### src/rtl/rgb_to_raw_ctrl_if.sv
// Config handshake between the register/CPU-side logic and rgb_to_raw_ctrl.
// The CPU side is the master and the conversion controller is the slave.
interface rgb_to_raw_ctrl_if;
  logic       CFG_VALID;
  logic       CFG_READY;
  logic [1:0] CFG_MODE;
  logic       CFG_PHASE;

  modport master (output CFG_VALID, output CFG_MODE, output CFG_PHASE, input CFG_READY);
  modport slave  (input CFG_VALID, input CFG_MODE, input CFG_PHASE, output CFG_READY);
endinterface

### src/rtl/rgb_to_raw_ctrl.sv
// Frame-synchronous mode/phase controller for the RGB/YUV-to-RAW datapath.
// Applies config only at VS, generates row parity, and measures frame/line/pixel counts.
//
// state    | meaning
// ---------+--------------------------------------------------------------
// ST_IDLE  | ready for a config handshake
// ST_WAIT  | config held in shadow, waiting for VS rise or timer expiry
// ST_APPLY | one cycle: shadow loads into the live mode/phase outputs
module rgb_to_raw_ctrl #(
  parameter int C_PORT_NUM       = 4,
  parameter int C_CNT_W          = 16,
  parameter int C_TIMEOUT_CYCLES = 2**22
) (
  input  logic               VID_CLK,
  input  logic               VID_RSTN,
  input  logic               S_VS,
  input  logic               S_HS,
  input  logic               S_DE,
  rgb_to_raw_ctrl_if.slave   cfg,
  output logic [1:0]         TRANSFER_MODE,
  output logic               ROW_FLIP,
  output logic               MODE_APPLIED,
  output logic               TIMEOUT,
  output logic [15:0]        FRAME_CNT,
  output logic [C_CNT_W-1:0] LINE_CNT,
  output logic [C_CNT_W-1:0] PIX_CNT
);

  localparam int TMR_W = (C_TIMEOUT_CYCLES > 2) ? $clog2(C_TIMEOUT_CYCLES) : 1;
  // Down-counter reaches zero on the cycle the up-count would hit C_TIMEOUT_CYCLES-1
  localparam logic [TMR_W-1:0]   TMR_LOAD = TMR_W'(C_TIMEOUT_CYCLES - 2);
  localparam logic [C_CNT_W-1:0] CNT_MAX  = '1;
  localparam logic [C_CNT_W-1:0] PIX_INC  = C_CNT_W'(C_PORT_NUM);

  typedef enum logic [1:0] {ST_IDLE, ST_WAIT, ST_APPLY} state_t;

  state_t             state;
  logic [TMR_W-1:0]   tmr;
  logic [1:0]         shd_mode;
  logic               shd_phase;
  logic               phase;
  logic               has_de;
  logic               vs_d, hs_d, de_d;
  logic               vs_rise, hs_rise, de_rise, de_fall;
  logic [C_CNT_W-1:0] line_acc;
  logic [C_CNT_W-1:0] pix_acc;

  assign vs_rise = S_VS & ~vs_d;
  assign hs_rise = S_HS & ~hs_d;
  assign de_rise = S_DE & ~de_d;
  assign de_fall = ~S_DE & de_d;

  always_ff @(posedge VID_CLK or negedge VID_RSTN) begin
    if (!VID_RSTN) begin
      state         <= ST_IDLE;
      tmr           <= '0;
      shd_mode      <= 2'd0;
      shd_phase     <= 1'b0;
      phase         <= 1'b0;
      has_de        <= 1'b0;
      TRANSFER_MODE <= 2'd0;
      ROW_FLIP      <= 1'b0;
      MODE_APPLIED  <= 1'b0;
      TIMEOUT       <= 1'b0;
      cfg.CFG_READY <= 1'b1;
    end else begin
      MODE_APPLIED <= 1'b0;

      if (vs_rise)   has_de <= 1'b0;
      else if (S_DE) has_de <= 1'b1;

      if (state == ST_APPLY)       ROW_FLIP <= shd_phase;
      else if (vs_rise)            ROW_FLIP <= phase;
      else if (hs_rise && has_de)  ROW_FLIP <= ~ROW_FLIP;

      case (state)
        ST_IDLE: begin
          if (cfg.CFG_VALID && cfg.CFG_READY) begin
            shd_mode      <= (cfg.CFG_MODE == 2'd3) ? 2'd0 : cfg.CFG_MODE;
            shd_phase     <= cfg.CFG_PHASE;
            tmr           <= TMR_LOAD;
            cfg.CFG_READY <= 1'b0;
            state         <= ST_WAIT;
          end
        end
        ST_WAIT: begin
          if (vs_rise) begin
            TIMEOUT <= 1'b0;
            state   <= ST_APPLY;
          end else if (tmr == '0) begin
            TIMEOUT <= 1'b1;
            state   <= ST_APPLY;
          end else begin
            tmr <= tmr - 1'b1;
          end
        end
        ST_APPLY: begin
          TRANSFER_MODE <= shd_mode;
          phase         <= shd_phase;
          MODE_APPLIED  <= 1'b1;
          cfg.CFG_READY <= 1'b1;
          state         <= ST_IDLE;
        end
        default: state <= ST_IDLE;
      endcase
    end
  end

  always_ff @(posedge VID_CLK or negedge VID_RSTN) begin
    if (!VID_RSTN) begin
      vs_d      <= 1'b0;
      hs_d      <= 1'b0;
      de_d      <= 1'b0;
      FRAME_CNT <= '0;
      line_acc  <= '0;
      LINE_CNT  <= '0;
      pix_acc   <= '0;
      PIX_CNT   <= '0;
    end else begin
      vs_d <= S_VS;
      hs_d <= S_HS;
      de_d <= S_DE;

      if (vs_rise) FRAME_CNT <= FRAME_CNT + 16'd1;

      // A line starting on the VS edge belongs to the new frame
      if (vs_rise) begin
        LINE_CNT <= line_acc;
        line_acc <= C_CNT_W'(de_rise);
      end else if (de_rise && line_acc != CNT_MAX) begin
        line_acc <= line_acc + 1'b1;
      end

      if (de_fall) begin
        PIX_CNT <= pix_acc;
        pix_acc <= '0;
      end else if (S_DE) begin
        pix_acc <= (pix_acc > CNT_MAX - PIX_INC) ? CNT_MAX : pix_acc + PIX_INC;
      end
    end
  end

endmodule
### src/flat_wrapper.sv
// flat-port wrapper written by rule: the top's interface ports become plain ports
module rgb_to_raw_ctrl_flat 
#(
  parameter int C_PORT_NUM       = 4,
  parameter int C_CNT_W          = 16,
  parameter int C_TIMEOUT_CYCLES = 2**22
)
  (VID_CLK, VID_RSTN, S_VS, S_HS, S_DE, TRANSFER_MODE, ROW_FLIP, MODE_APPLIED, TIMEOUT, FRAME_CNT, LINE_CNT, PIX_CNT, cfg_CFG_VALID, cfg_CFG_MODE, cfg_CFG_PHASE, cfg_CFG_READY);
  rgb_to_raw_ctrl_if cfg_i ();
  input  logic VID_CLK;
  input  logic VID_RSTN;
  input  logic S_VS;
  input  logic S_HS;
  input  logic S_DE;
  output logic [1:0] TRANSFER_MODE;
  output logic ROW_FLIP;
  output logic MODE_APPLIED;
  output logic TIMEOUT;
  output logic [15:0] FRAME_CNT;
  output logic [C_CNT_W-1:0] LINE_CNT;
  output logic [C_CNT_W-1:0] PIX_CNT;
  input wire logic [$bits(cfg_i.CFG_VALID)-1:0] cfg_CFG_VALID;
  input wire logic [$bits(cfg_i.CFG_MODE)-1:0] cfg_CFG_MODE;
  input wire logic [$bits(cfg_i.CFG_PHASE)-1:0] cfg_CFG_PHASE;
  output wire logic [$bits(cfg_i.CFG_READY)-1:0] cfg_CFG_READY;
  assign cfg_i.CFG_VALID = cfg_CFG_VALID;
  assign cfg_i.CFG_MODE = cfg_CFG_MODE;
  assign cfg_i.CFG_PHASE = cfg_CFG_PHASE;
  assign cfg_CFG_READY = cfg_i.CFG_READY;
  rgb_to_raw_ctrl #(.C_PORT_NUM(C_PORT_NUM), .C_CNT_W(C_CNT_W), .C_TIMEOUT_CYCLES(C_TIMEOUT_CYCLES)) u_core (.VID_CLK(VID_CLK), .VID_RSTN(VID_RSTN), .S_VS(S_VS), .S_HS(S_HS), .S_DE(S_DE), .cfg(cfg_i), .TRANSFER_MODE(TRANSFER_MODE), .ROW_FLIP(ROW_FLIP), .MODE_APPLIED(MODE_APPLIED), .TIMEOUT(TIMEOUT), .FRAME_CNT(FRAME_CNT), .LINE_CNT(LINE_CNT), .PIX_CNT(PIX_CNT));
endmodule
### config.mk
export PLATFORM = sky130hd
export DESIGN_NAME = rgb_to_raw_ctrl_flat
export DESIGN_NICKNAME = d
export VERILOG_FILES = /design/src/rtl/rgb_to_raw_ctrl_if.sv /design/src/rtl/rgb_to_raw_ctrl.sv /design/src/flat_wrapper.sv
export SDC_FILE = /design/constraint.sdc
export NUM_CORES = 1
export LEC_CHECK = 0
export CAP_MARGIN = 20
export CORE_MARGIN = 2
export CORE_UTILIZATION = 45
export CTS_BUF_LIST = sky130_fd_sc_hd__clkbuf_8 sky130_fd_sc_hd__clkbuf_16
export DETAILED_ROUTE_END_ITERATION = 7
export PLACE_DENSITY = 0.69
export SLEW_MARGIN = 5
export SYNTH_ARGS = -nofsm -noshare
export SYNTH_HDL_FRONTEND = slang
export SYNTH_SLANG_ARGS = --single-unit
export TNS_END_PERCENT = 50
### constraint.sdc
create_clock -name VID_CLK -period 3.41 [get_ports VID_CLK]
set_input_delay 0.8525 -clock VID_CLK [delete_from_list [all_inputs] [get_ports VID_CLK]]
set_output_delay 0.8525 -clock VID_CLK [all_outputs]
set_load 0.01 [all_outputs]
Word level (Yosys, flattened, before mapping):

Index checks and enable logic that the tools add are counted.

* register bits: 118
* logic and storage cells: 82

* eq/ne operators: 8
* magnitude comparators: 1
* bitwise operators: 9
* add/subtract/negate cells: 4
* multiplexer cells: 24
* reductions and logical operators: 17

Operator list (count)
* 16-bit two-way mux: 5
* 22-bit two-way mux: 3
* 22-bit case mux with 2 select lines: 1
* 16-bit by 1-bit adder with 16-bit output (second input constant): 2
* 22-bit zero test: 1
* 22-bit by 1-bit subtractor with 22-bit output (second input constant): 1
* 16-bit by 3-bit adder with 16-bit output (second input constant): 1
* 16-bit > comparator (second input constant): 1
* 16-bit inequality test (second input constant): 1
* 2-bit nonzero test: 6
* 1-bit two-way mux: 9
* 2-bit two-way mux: 4
* 2-bit AND reduction: 4
* 1-bit NOT: 5
* 1-bit bitwise AND: 4
* 2-bit == test (second input constant): 2
* 2-bit inequality test (second input constant): 2
* 2-bit case mux with 2 select lines: 1
* 4-bit AND reduction: 1
* 1-bit logical AND: 3
* 3-bit by 1-bit inequality test with 1-bit output (second input constant): 1
* 3-bit nonzero test: 1
* 2-bit by 1-bit == test with 1-bit output (second input constant): 1
* 2-bit zero test: 1
* other kinds (2): 2

Depth between registers and ports, before layout:

* depth in word-level cells: 6
* depth in mapped cells: 7
* gate-level depth less buffers: 6

Worst setup path after synthesis:

Ideal clock, no wire load.

* path type: flip-flop to flip-flop
* from: reg u_core.tmr[16]
* to: reg u_core.tmr[6]
* arrival: 2243 ps
* period minus slack after synthesis: 2374 ps
* data required time: 3278 ps
* path slack: 1036 ps
* cell stages (with the launch flop): 8
* cells stage by stage: dfrtp_1 > or4_1 > buf_2 > or4_4 > buf_6 > o21ai_4 > nor3_1 > or3b_1

* word-level cells in the longest chain between the ends: 3

Ends and longest elaborated chain
* start: declaration: line rgb_to_raw_ctrl.sv:38 `logic [TMR_W-1:0] tmr;`
* start signal: assignment: line rgb_to_raw_ctrl.sv:94 `tmr <= tmr - 1'b1;`
* 22-bit zero test: line rgb_to_raw_ctrl.sv:90 `end else if (tmr == '0) begin`
* 2-bit inequality test (no line)
* 4-bit AND reduction (no line)

No other way between the ends.
A chain may end at the register's enable or synchronous reset.

Worst setup path in the final report:

* from: in S_DE
* to: reg u_core.pix_acc[7]

* word-level cells in the longest chain between the ends: 3
* elaborated cells on any way between the ends: 4

Ends and longest elaborated chain
* start: declaration: line flat_wrapper.sv:14 `input logic S_DE;`
* 1-bit NOT: line rgb_to_raw_ctrl.sv:51 `assign de_fall = ~S_DE & de_d;`
* 1-bit bitwise AND: line rgb_to_raw_ctrl.sv:51
* 16-bit two-way mux or 2-bit nonzero test (tied branches)
* end signal: assignment: line rgb_to_raw_ctrl.sv:138 `pix_acc <= (pix_acc > CNT_MAX - PIX_INC) ? CNT_MAX : pix_acc + PIX_INC;`
* end: declaration: line rgb_to_raw_ctrl.sv:46 `logic [C_CNT_W-1:0] pix_acc;`

Parallel ways exist; a longest one is shown, timed or not.

==> impl_metrics.ini <==
[routing]
drt_iter0_drc = 270
wl_met1_mm = 5.11
wl_met2_mm = 5.44
maxUsedRoutingLayer = met4
via_per_inst = 5.44
ant_nets = 0
drt_pass1_iterations = 4
dr_wl_met3_um = 477
vias = 4077
drc = 0
drt-total-wl_mm = 11.2
post_drt_wl_per_cell_um = 15.0

[sta]
setup_viol = 0
fin_tns_setup_ns = 0
layout_min_cycle_time_ns = 2.52
post-route-period-util_pct = 73.9
rsz0062_at_grt = false
max-slew-margin-rel_pct = 42.5
worstMarginPinSlew_ns = 0.862
whs_ns = 0.470
finalMaxSlewViolations = 0
hold_violations = 0
timing.fmax_ghz = 0.397
fin_skew_ns = 0.00651

[finish]
multi_input_area_um2 = 2290
area_growth_pct = 27.1
drive_gt1_share_pct = 10.7
fillers = 924
seq_area_um2 = 2900
nNetsFinal = 607
antenna_cells = 0
finish.instance_area_um2 = 6750

[pwr]
swShare_pct = 26.8
leakage_nw = 2.93
p_clk_share_pct = 42.6
switchingPower_w = 0.00120
p_per_area_nw_per_um2 = 663
ir_drop_uv = 392
total_power_w = 0.00447
p_int_w = 0.00327
combPwrFrac_pct = 15.1
p_seq_share_pct = 42.3

[logic_synthesis]
synth.distinct_cells = 47
synth_edf_count = 0
yosysSeqAreaShare_pct = 54.7
ys_async_sr_fraction_pct = 100
ys_ff_latch = 116
syn_area_um2 = 5310
synth_warnings = 0
yosys-top-cells-area = dfrtp_1, nand2_1, xnor2_1, mux2_2, xor2_1
synth_nets = 536
syn-instance-count = 522
synth.largest_area_cell = dfrtp_1
synth.avg_cell_area_um2 = 10.2
synth.top_cell.area_share_pct = 54.2
synth_ff_type = dfrtp_1

[critical_path]
ff2ff_path_depth = 5
worstReg2RegStart = u_core.tmr[16]
cp_cell_sequence = clkdlybuf4s50_1 -> and3_1 -> nand3_1 -> or4_1 -> o311ai_0
critical_path_class = primary input to register
slowest_stage = or4_1
startpoint_type = primary input
critPathMaxStageDelay_ns = 0.71
crit_path_end_kind = register
critical_path.max_fanout = 12
cp.depth = 5
startpoint = S_DE
crit_buf_inv = 1
critPathRequiredTime_ns = 3.70
critPathArrivalTime_ns = 2.81
crit_family = simple AND/OR/NAND/NOR gates

[placed_design]
hpwlAfterDp_mm = 7.57
dpl_cell_area_um2 = 6100
place_congestion = 0.868
port-buffer-count = 62

[floorplan]
core_area_um2 = 11500
start_util_pct = 46.3
io_pins = 63
die-area_um2 = 12700
fp.dieW_um = 113
rows = 39
die_h_um = 113

[job]
maxCapViolCount = 0

[clock_tree]
clk_pin_slew_ns = 0.05
clock_latency_ns = 0.41
cts_tree = built
htreeDepth = 4
cts.sinks = 116
cts_buffers = 17
cts_resized = 0
cts.path.max_buffers = 2
clk_root_buffer_cell = clkbuf_16
hold_buffers = 0
post_cts_buffers = 0

[grt]
first_global_vias = 3878
antenna_found_initial = 0
grt-ovfl-total = 0
grt_max_degree = 64
grt_pass1_wl_mm = 18.7
grt_use_total_pct = 18.4

[min_path]
worstHoldPathCells = 2
min-delay-start = u_core.LINE_CNT[10]
hold_path.class = register to register

[run_status]
status = finished clean
==> tightest hold or removal path, cell delays in order (launching register included) <==
cell and delay (ns):
dfrtp_1 0.34, nand2_1 0.05, nand2_1 0.05
==> worst paths after layout <==
| kind | to | slack, ns |
|---|---|---|
| max in group asynchronous | u_core.FRAME_CNT[15] | 2.07 |
| min reg2reg | u_core.LINE_CNT[10] | 0.47 |
| max reg2reg | u_core.tmr[6] | 0.92 |
| max | u_core.pix_acc[7] | 0.89 |
| min in group asynchronous | u_core.LINE_CNT[9] | 0.51 |
| min | u_core.LINE_CNT[10] | 0.47 |
==> cell families (layout without fill, tap and decap cells) <==
logic type                 after synthesis  after routing  share of synthesized area (%)
and+or+nand+nor                        246            246                           22.5
DFF                                    116            116                           54.7
AOI/OAI and AO/OA                       65             65                           8.34
xor gates and xnor gates                42             42                           6.93
buffers and inverters                   28            112                           2.22
muxes                                   20             20                           4.15
adders and majority gates                5              5                           1.18
==> layer usage <==
metal / vias to the layer above / global-route usage (%)
met3: 18 / 5.35
met2: 90 / 29.2
li1: 1995 / -
met5: - / 0
met1: 1974 / 24.2
met4: 0 / 6.59
==> power by group through the flow <==
stage | Combinational, W | Sequential [W] | Clock (W)
global route | 0.000756 | 0.00193 | 0.00200
CTS | 0.000683 | 0.00188 | 0.00193
finish | 0.000673 | 0.00189 | 0.00191
floorplan | 0.000383 | 0.00185 | 0
detailed placement | 0.000677 | 0.00190 | 0
global placement | 0.000654 | 0.00189 | 0
==> stage by stage <==
stage	worst slack (ns)	instances	util, %
after floorplan	1.04	522	-
after global placement	0.596	717	53.2
after detailed placement	0.475	717	53.2
after CTS	0.901	749	58.8
after global routing	0.716	749	58.8
final	0.889	749	58.8
==> placed cells by master, fill, tap and decap left out, drive strengths merged, types with 11 or more instances in the layout <==
cell type and instances:
nand2 101, mux2 16, nand4 11, xor2 18, o21ai 20, nor2 36, buf 12, o211ai 13
clkdlybuf4s50 61, dfrtp 115, xnor2 24, nand3 27, clkbuf 22
==> area by class of cell <==
type                    instances  area share, %
multi-input cells             378           33.9
clock buffers                  22           7.33
repair buffers                 73           10.4
clock inverters                10           2.26
flip-flops and latches        116           43.0
well taps                     143           2.65
inverters                       7          0.389
==> synth_stat cells (4+ instances only) <==
master and number:
o21ai_0 18, clkbuf_1 17, mux2_2 16, nand3_1 27, and3_1 8, o211ai_1 13, a21oi_1 10, dfrtp_1 115
nand4_1 11, a211oi_1 4, or3_1 10, nor3_1 9, xor2_1 18, inv_1 7, ha_1 5, nor4_1 8
nor2_1 36, or4_1 9, nand2_1 101, and4_1 4, nand2b_1 8, xnor2_1 24, nor2b_1 4, a221o_1 6
mux2i_1 4
==> registers in the layout (all words and copies together), names as in the netlist, 2 cells and up <==
name and count:
u_core.pix_acc 15, u_core.PIX_CNT 15, u_core.LINE_CNT 16, u_core.TRANSFER_MODE 2, u_core.state 2, u_core.tmr 22, u_core.FRAME_CNT 16, u_core.line_acc 16
u_core.shd_mode 2
(Power assumes the default switching activity.)
